File: src/rtl/position_loader_pkg.sv
// Shared GPU definitions for the sprite position loader: words per sprite,
// attribute slot order inside a sprite, and the loader FSM state encoding.
package position_loader_pkg;

    localparam int SPRITE_WORDS = 6;

    localparam int ATTR_X  = 0;
    localparam int ATTR_Y  = 1;
    localparam int ATTR_TX = 2;
    localparam int ATTR_TY = 3;
    localparam int ATTR_TW = 4;
    localparam int ATTR_TH = 5;

    typedef enum logic [1:0] {
        IDLE = 2'd0,
        REQ  = 2'd1,
        WAIT = 2'd2,
        FIN  = 2'd3
    } loader_state_e;

endpackage : position_loader_pkg

File: src/rtl/position_loader.sv
// Copies count x 6 consecutive memory words into the sprite position register
// bank, one outstanding read at a time, emitting one registered write per word.
module position_loader
    import position_loader_pkg::*;
#(
    parameter int ADDR_WIDTH     = 16,
    parameter int INT_WIDTH      = 16,
    parameter int CLUSTER_SIZE   = 20,
    parameter int MEM_ADDR_WIDTH = 16
) (
    input  logic                              clk,
    input  logic                              rst,
    input  logic                              start,
    input  logic [MEM_ADDR_WIDTH-1:0]         base_addr,
    input  logic [$clog2(CLUSTER_SIZE+1)-1:0] count,
    output logic                              busy,
    output logic                              done,
    output logic                              mem_req_valid,
    input  logic                              mem_req_ready,
    output logic [MEM_ADDR_WIDTH-1:0]         mem_req_addr,
    input  logic                              mem_rsp_valid,
    input  logic [INT_WIDTH-1:0]              mem_rsp_data,
    output logic [ADDR_WIDTH-1:0]             waddr,
    output logic [INT_WIDTH-1:0]              wdata,
    output logic                              wen
);

    localparam int CNT_W     = $clog2(CLUSTER_SIZE + 1);
    localparam int MAX_WORDS = CLUSTER_SIZE * SPRITE_WORDS;
    localparam int IDX_W     = $clog2(MAX_WORDS + 1);

    loader_state_e             state_q, state_d;
    logic [IDX_W-1:0]          idx_q, idx_d;
    logic [IDX_W-1:0]          total_q, total_d;
    logic [MEM_ADDR_WIDTH-1:0] base_q, base_d;
    logic                      busy_q, busy_d;
    logic                      done_q, done_d;
    logic                      mem_req_valid_q, mem_req_valid_d;
    logic [MEM_ADDR_WIDTH-1:0] mem_req_addr_q, mem_req_addr_d;
    logic [ADDR_WIDTH-1:0]     waddr_q, waddr_d;
    logic [INT_WIDTH-1:0]      wdata_q, wdata_d;
    logic                      wen_q, wen_d;

    logic [CNT_W-1:0]          count_clamped;
    logic [IDX_W-1:0]          total_in;
    logic [IDX_W-1:0]          idx_next;

    // Requests beyond the bank capacity are clamped so no write can land past it.
    always_comb begin
        count_clamped = (count > CNT_W'(CLUSTER_SIZE)) ? CNT_W'(CLUSTER_SIZE) : count;
        total_in      = IDX_W'(count_clamped) * IDX_W'(SPRITE_WORDS);
        idx_next      = idx_q + IDX_W'(1);
    end

    // NOTE: every _d gets its hold value first, so no path through the case
    // leaves a signal unassigned and no latch can be inferred.
    always_comb begin
        state_d         = state_q;
        idx_d           = idx_q;
        total_d         = total_q;
        base_d          = base_q;
        busy_d          = busy_q;
        done_d          = 1'b0;
        mem_req_valid_d = mem_req_valid_q;
        mem_req_addr_d  = mem_req_addr_q;
        waddr_d         = waddr_q;
        wdata_d         = wdata_q;
        wen_d           = 1'b0;

        unique case (state_q)
            IDLE: begin
                if (start) begin
                    base_d         = base_addr;
                    total_d        = total_in;
                    idx_d          = '0;
                    mem_req_addr_d = base_addr;
                    if (total_in == '0) begin
                        state_d = FIN;
                        done_d  = 1'b1;
                    end else begin
                        state_d         = REQ;
                        mem_req_valid_d = 1'b1;
                        busy_d          = 1'b1;
                    end
                end
            end

            REQ: begin
                if (mem_req_ready) begin
                    state_d         = WAIT;
                    mem_req_valid_d = 1'b0;
                end
            end

            WAIT: begin
                if (mem_rsp_valid) begin
                    wdata_d = mem_rsp_data;
                    waddr_d = ADDR_WIDTH'(idx_q);
                    wen_d   = (idx_q < IDX_W'(MAX_WORDS));
                    idx_d   = idx_next;
                    if (idx_next == total_q) begin
                        state_d = FIN;
                        done_d  = 1'b1;
                        busy_d  = 1'b0;
                    end else begin
                        state_d         = REQ;
                        mem_req_valid_d = 1'b1;
                        mem_req_addr_d  = base_q + MEM_ADDR_WIDTH'(idx_next);
                    end
                end
            end

            FIN: begin
                state_d = IDLE;
            end

            default: begin
                state_d = IDLE;
            end
        endcase
    end

    // NOTE: reset is synchronous and active-low; non-blocking assignments keep
    // every flop updating from the same pre-edge values.
    always_ff @(posedge clk) begin
        if (!rst) begin
            state_q         <= IDLE;
            idx_q           <= '0;
            total_q         <= '0;
            base_q          <= '0;
            busy_q          <= 1'b0;
            done_q          <= 1'b0;
            mem_req_valid_q <= 1'b0;
            mem_req_addr_q  <= '0;
            waddr_q         <= '0;
            wdata_q         <= '0;
            wen_q           <= 1'b0;
        end else begin
            state_q         <= state_d;
            idx_q           <= idx_d;
            total_q         <= total_d;
            base_q          <= base_d;
            busy_q          <= busy_d;
            done_q          <= done_d;
            mem_req_valid_q <= mem_req_valid_d;
            mem_req_addr_q  <= mem_req_addr_d;
            waddr_q         <= waddr_d;
            wdata_q         <= wdata_d;
            wen_q           <= wen_d;
        end
    end

    assign busy          = busy_q;
    assign done          = done_q;
    assign mem_req_valid = mem_req_valid_q;
    assign mem_req_addr  = mem_req_addr_q;
    assign waddr         = waddr_q;
    assign wdata         = wdata_q;
    assign wen           = wen_q;

endmodule : position_loader

File: config.mk
export PLATFORM = sky130hd
export DESIGN_NAME = position_loader
export DESIGN_NICKNAME = d
export VERILOG_FILES = /design/src/rtl/position_loader_pkg.sv /design/src/rtl/position_loader.sv
export SDC_FILE = /design/constraint.sdc
export NUM_CORES = 1
export LEC_CHECK = 0
export ABC_AREA = 1
export CAP_MARGIN = 40
export CELL_PAD_IN_SITES_DETAIL_PLACEMENT = 0
export CELL_PAD_IN_SITES_GLOBAL_PLACEMENT = 1
export CORE_UTILIZATION = 35
export DETAILED_ROUTE_END_ITERATION = 10
export PLACE_DENSITY_LB_ADDON = 0.15
export SETUP_SLACK_MARGIN = 0.15
export SLEW_MARGIN = 20
export SYNTH_ARGS = -nofsm -noshare
export SYNTH_HDL_FRONTEND = slang
export SYNTH_SLANG_ARGS = --single-unit
File: constraint.sdc
create_clock -name clk -period 3.94 [get_ports clk]
set_input_delay 0.985 -clock clk [delete_from_list [all_inputs] [get_ports clk]]
set_output_delay 0.985 -clock clk [all_outputs]
set_load 0.01 [all_outputs]
==> results by group <==
Timing
  • Fin crit period: ~3.4 ns
  • RSZ-0062 raised after global routing: no
  • Final worst slack: roughly 0.50 ns
  • Final setup TNS: 0 ns
  • Period Utilization, post-route: 0.873
  • Fmax: about 290 MHz
  • Hold Fails Final Rpt: 0
  • Worst slew pin tran: 0.544 ns
  • Worst slew margin: 0.635
  • Max-slew violation count: 0
  • Worst clock skew: 0.00866 ns
  • Finish-stage setup viols: 0

Worst setup path
  • Required @ worst endpoint: 4.21 ns
  • Worst Setup Start Kind: input port
  • Setup CP Type: in -> reg
  • Terminus of the critical flop-to-flop path: mem_req_addr[13]$_SDFFE_PN0P_
  • FF-to-FF Start: idx_q[1]$_SDFFE_PN0P_
  • CP Max Fanout: 5
  • Worst Path Arrival: 3.71 ns
  • Flop2flop setup slack: 1.27 ns
  • Cell count of the worst reg-to-reg path: 17
  • CP startpoint: count[3]
  • CP endpoint kind: flip-flop
  • Worst setup path endpoint: done$_SDFF_PN0_

Clock network
  • Postcts setup bufs: 0
  • Worst-path clk slew: 0.06 ns
  • Max clock buf depth: 2
  • Clock root buffer: clkbuf_16
  • Cts repair resizes: 0
  • CTS H-tree lvls: 3
  • CTS Buf Count: 9
  • CTS tree: done
  • Clk sinks: 74
  • Hold Buf Count CTS: 0
  • Worst skew pair latency: 0.34 ns

Placed design
  • Post-Place Cell Area: 4970 um^2
  • DP Wirelength: approximately 8000 um
  • Dpl cells: 818
  • Post-placement worst setup slack: 0.178 ns
  • Routability Congestion: 0.888
  • I/O Buffers: 84

Routing
  • Routed wire length: roughly 11,000 um
  • Initial DRT Pass Iterations: 4
  • Wire per inst: around 13 um
  • DRC: 0
  • Vias: 3,899
  • DR vias/cell: 4.68
  • DRT iter0 DRCs: roughly 160
  • Post-route ant nets: 0

Global routing
  • Pin count of the biggest net entering global routing: 36
  • Global route total overflow: 0
  • Vias in the first global route: 3,735
  • First-pass GRT wire length: 17,800 um
  • Total GRT Usage: 0.197
  • Initial antenna violation count: 0

Yosys
  • Synth top area cells: dfxtp_1, nand2_1, nor2_1
  • Synth Flop Type: dfxtp_1
  • Simple-gate portion of the synthesized area: 0.336
  • Yosys reg bits: 74
  • Mux contribution to synthesized area: 0
  • Post-synthesis adder-cell area fraction: 0.0437
  • Most frequent cell after synthesis: nand2_1
  • Synth cell count leaders: nand2_1, nor2_1, dfxtp_1
  • Area leader, netlist: dfxtp_1
  • Post-synthesis sequential area ratio: 0.365
  • Avg Synthesized Cell Area: 6.67 um^2
  • Cell Area, Synth: 4060 um^2
  • Synth Area in XOR/XNOR: 0.0194
  • Compound-Gate Fraction of Synth Area: 0.122
  • Synth Warn #: 0
  • Async set-reset flop share out of synthesis: 0
  • Area share of the largest cell type after synthesis: 0.365
  • Largest family of logic cells by synthesized area: simple AND/OR/NAND/NOR gates
  • Post-synth EDFFs: 0
  • Post-synth cell types: 36
  • Cell count after synthesis: around 600

Power
  • Pwr dens: 441 nW/um^2
  • Design Power: approximately 2.3 mW
  • Leak: approximately 2.4 nW
  • Max IR drop VDD: 0.000198 V

Floorplanning
  • Effective utilization at floorplan: 0.367
  • Chip Height: 110 um
  • Die ar.: between 10,000 and 15,000 um^2
  • Row count: 38
  • Ports: 94
  • Width of the die: 110 um
  • Core area: 11,100 um^2

Hold path
  • Hold WC Path Type: reg -> reg

Cells and area
  • Fin area: about 5300 um^2
  • Final cell count without fillers: 834
  • Synth-to-Final Area Change: 30.4%
  • Layout cell share with drive strength beyond 1: 0.0793
  • Final net count: 744
  • Fill cell count: 1,167
  • Diodes inserted: 0

Outcome
  • Status: complete, no violations

Job
  • MaxCap Viol Count: 0
## per-stage QoR
step / util / hold slack, ns
final: 0.478 / 0.462
after CTS: 0.478 / 0.466
after detailed placement: 0.449 / 0.456
after global placement: 0.449 / 0.454
after global routing: 0.478 / 0.489
after floorplan: - / 0.449
## cells by family after synthesis
group                      after synthesis
and+or+nand+nor                        315
buffers and inverters                  101
AOI/OAI and AO/OA                       96
DFF                                     74
adders and majority gates               13
xor gates and xnor gates                 9
other                                    1
## per-layer routing
| layer | up-vias | share of wire | track usage |
|---|---|---|---|
| met5 | - | 0 | 0 |
| met3 | 17 | 0.062 | 0.0646 |
| met1 | 1745 | 0.47 | 0.238 |
| met4 | 0 | 0.021 | 0.0781 |
| met2 | 83 | 0.45 | 0.322 |
| li1 | 2054 | - | - |
## layout by cell type, fill, tap and decap left out, types with 6 or more instances in the layout
master	n
nand2_1	137
a21oi_1	35
nor2_1	101
clkdlybuf4s50_1	83
dfxtp_1	74
inv_1	67
nand3_1	40
clkbuf_16	9
conb_1	9
nand2_2	16
xor2_1	6
ha_1	11
buf_4	6
o21ai_0	53
## power by group
group          internal (mW)  switching [mW]  leakage (nW)  total, mW
Clock                  0.573           0.341         0.155      0.913
Combinational          0.236           0.302          1.68      0.538
Sequential             0.830          0.0561         0.607      0.886
Total                   1.64           0.699          2.44       2.34
## layout make-up
cell class / count / area (um^2) / area share
clock buffers: 10 / 239 / 0.0451
multi-input cells: 442 / 2150 / 0.406
clock inverters: 6 / 88.8 / 0.0168
repair buffers: 90 / 881 / 0.166
inverters: 72 / 283 / 0.0534
flip-flops and latches: 74 / 1480 / 0.280
well taps: 140 / 175 / 0.0331
## critical path, stage by stage
cell and delay [ns]:
clkdlybuf4s50_1 0.46, or2_2 0.35, nand2_1 0.09, nor2_1 0.06
or2_2 0.32, fa_1 0.45, o21ai_0 0.17, nand2_1 0.07
o21ai_0 0.13, nand3_1 0.11, nor2_1 0.17, nand2_1 0.07
inv_1 0.09, nand2_1 0.05, a21oi_1 0.14
## sequential cells by signal (all words and copies together) (netlist names)
| signal | count |
|---|---|
| waddr | 7 |
| wdata | 16 |
| state_q | 2 |
| base_q | 16 |
| busy | 1 |
| wen | 1 |
| total_q | 6 |
| idx_q | 7 |
| mem_req_valid | 1 |
| done | 1 |
| mem_req_addr | 16 |
## worst min path at each step
| stage | end | startpoint | cells past startpoint |
|---|---|---|---|
| floorplan | wen$_SDFF_PN0_ | idx_q[6]$_SDFFE_PN0P_ | 1 |
| global placement | mem_req_valid$_SDFFE_PN0P_ | mem_req_valid$_SDFFE_PN0P_ | 2 |
| detailed placement | mem_req_valid$_SDFFE_PN0P_ | mem_req_valid$_SDFFE_PN0P_ | 2 |
| CTS | mem_req_valid$_SDFFE_PN0P_ | mem_req_valid$_SDFFE_PN0P_ | 2 |
| global route | mem_req_valid$_SDFFE_PN0P_ | mem_req_valid$_SDFFE_PN0P_ | 2 |
| finish | mem_req_valid$_SDFFE_PN0P_ | mem_req_valid$_SDFFE_PN0P_ | 2 |
Power figures use the tool's default switching activity.
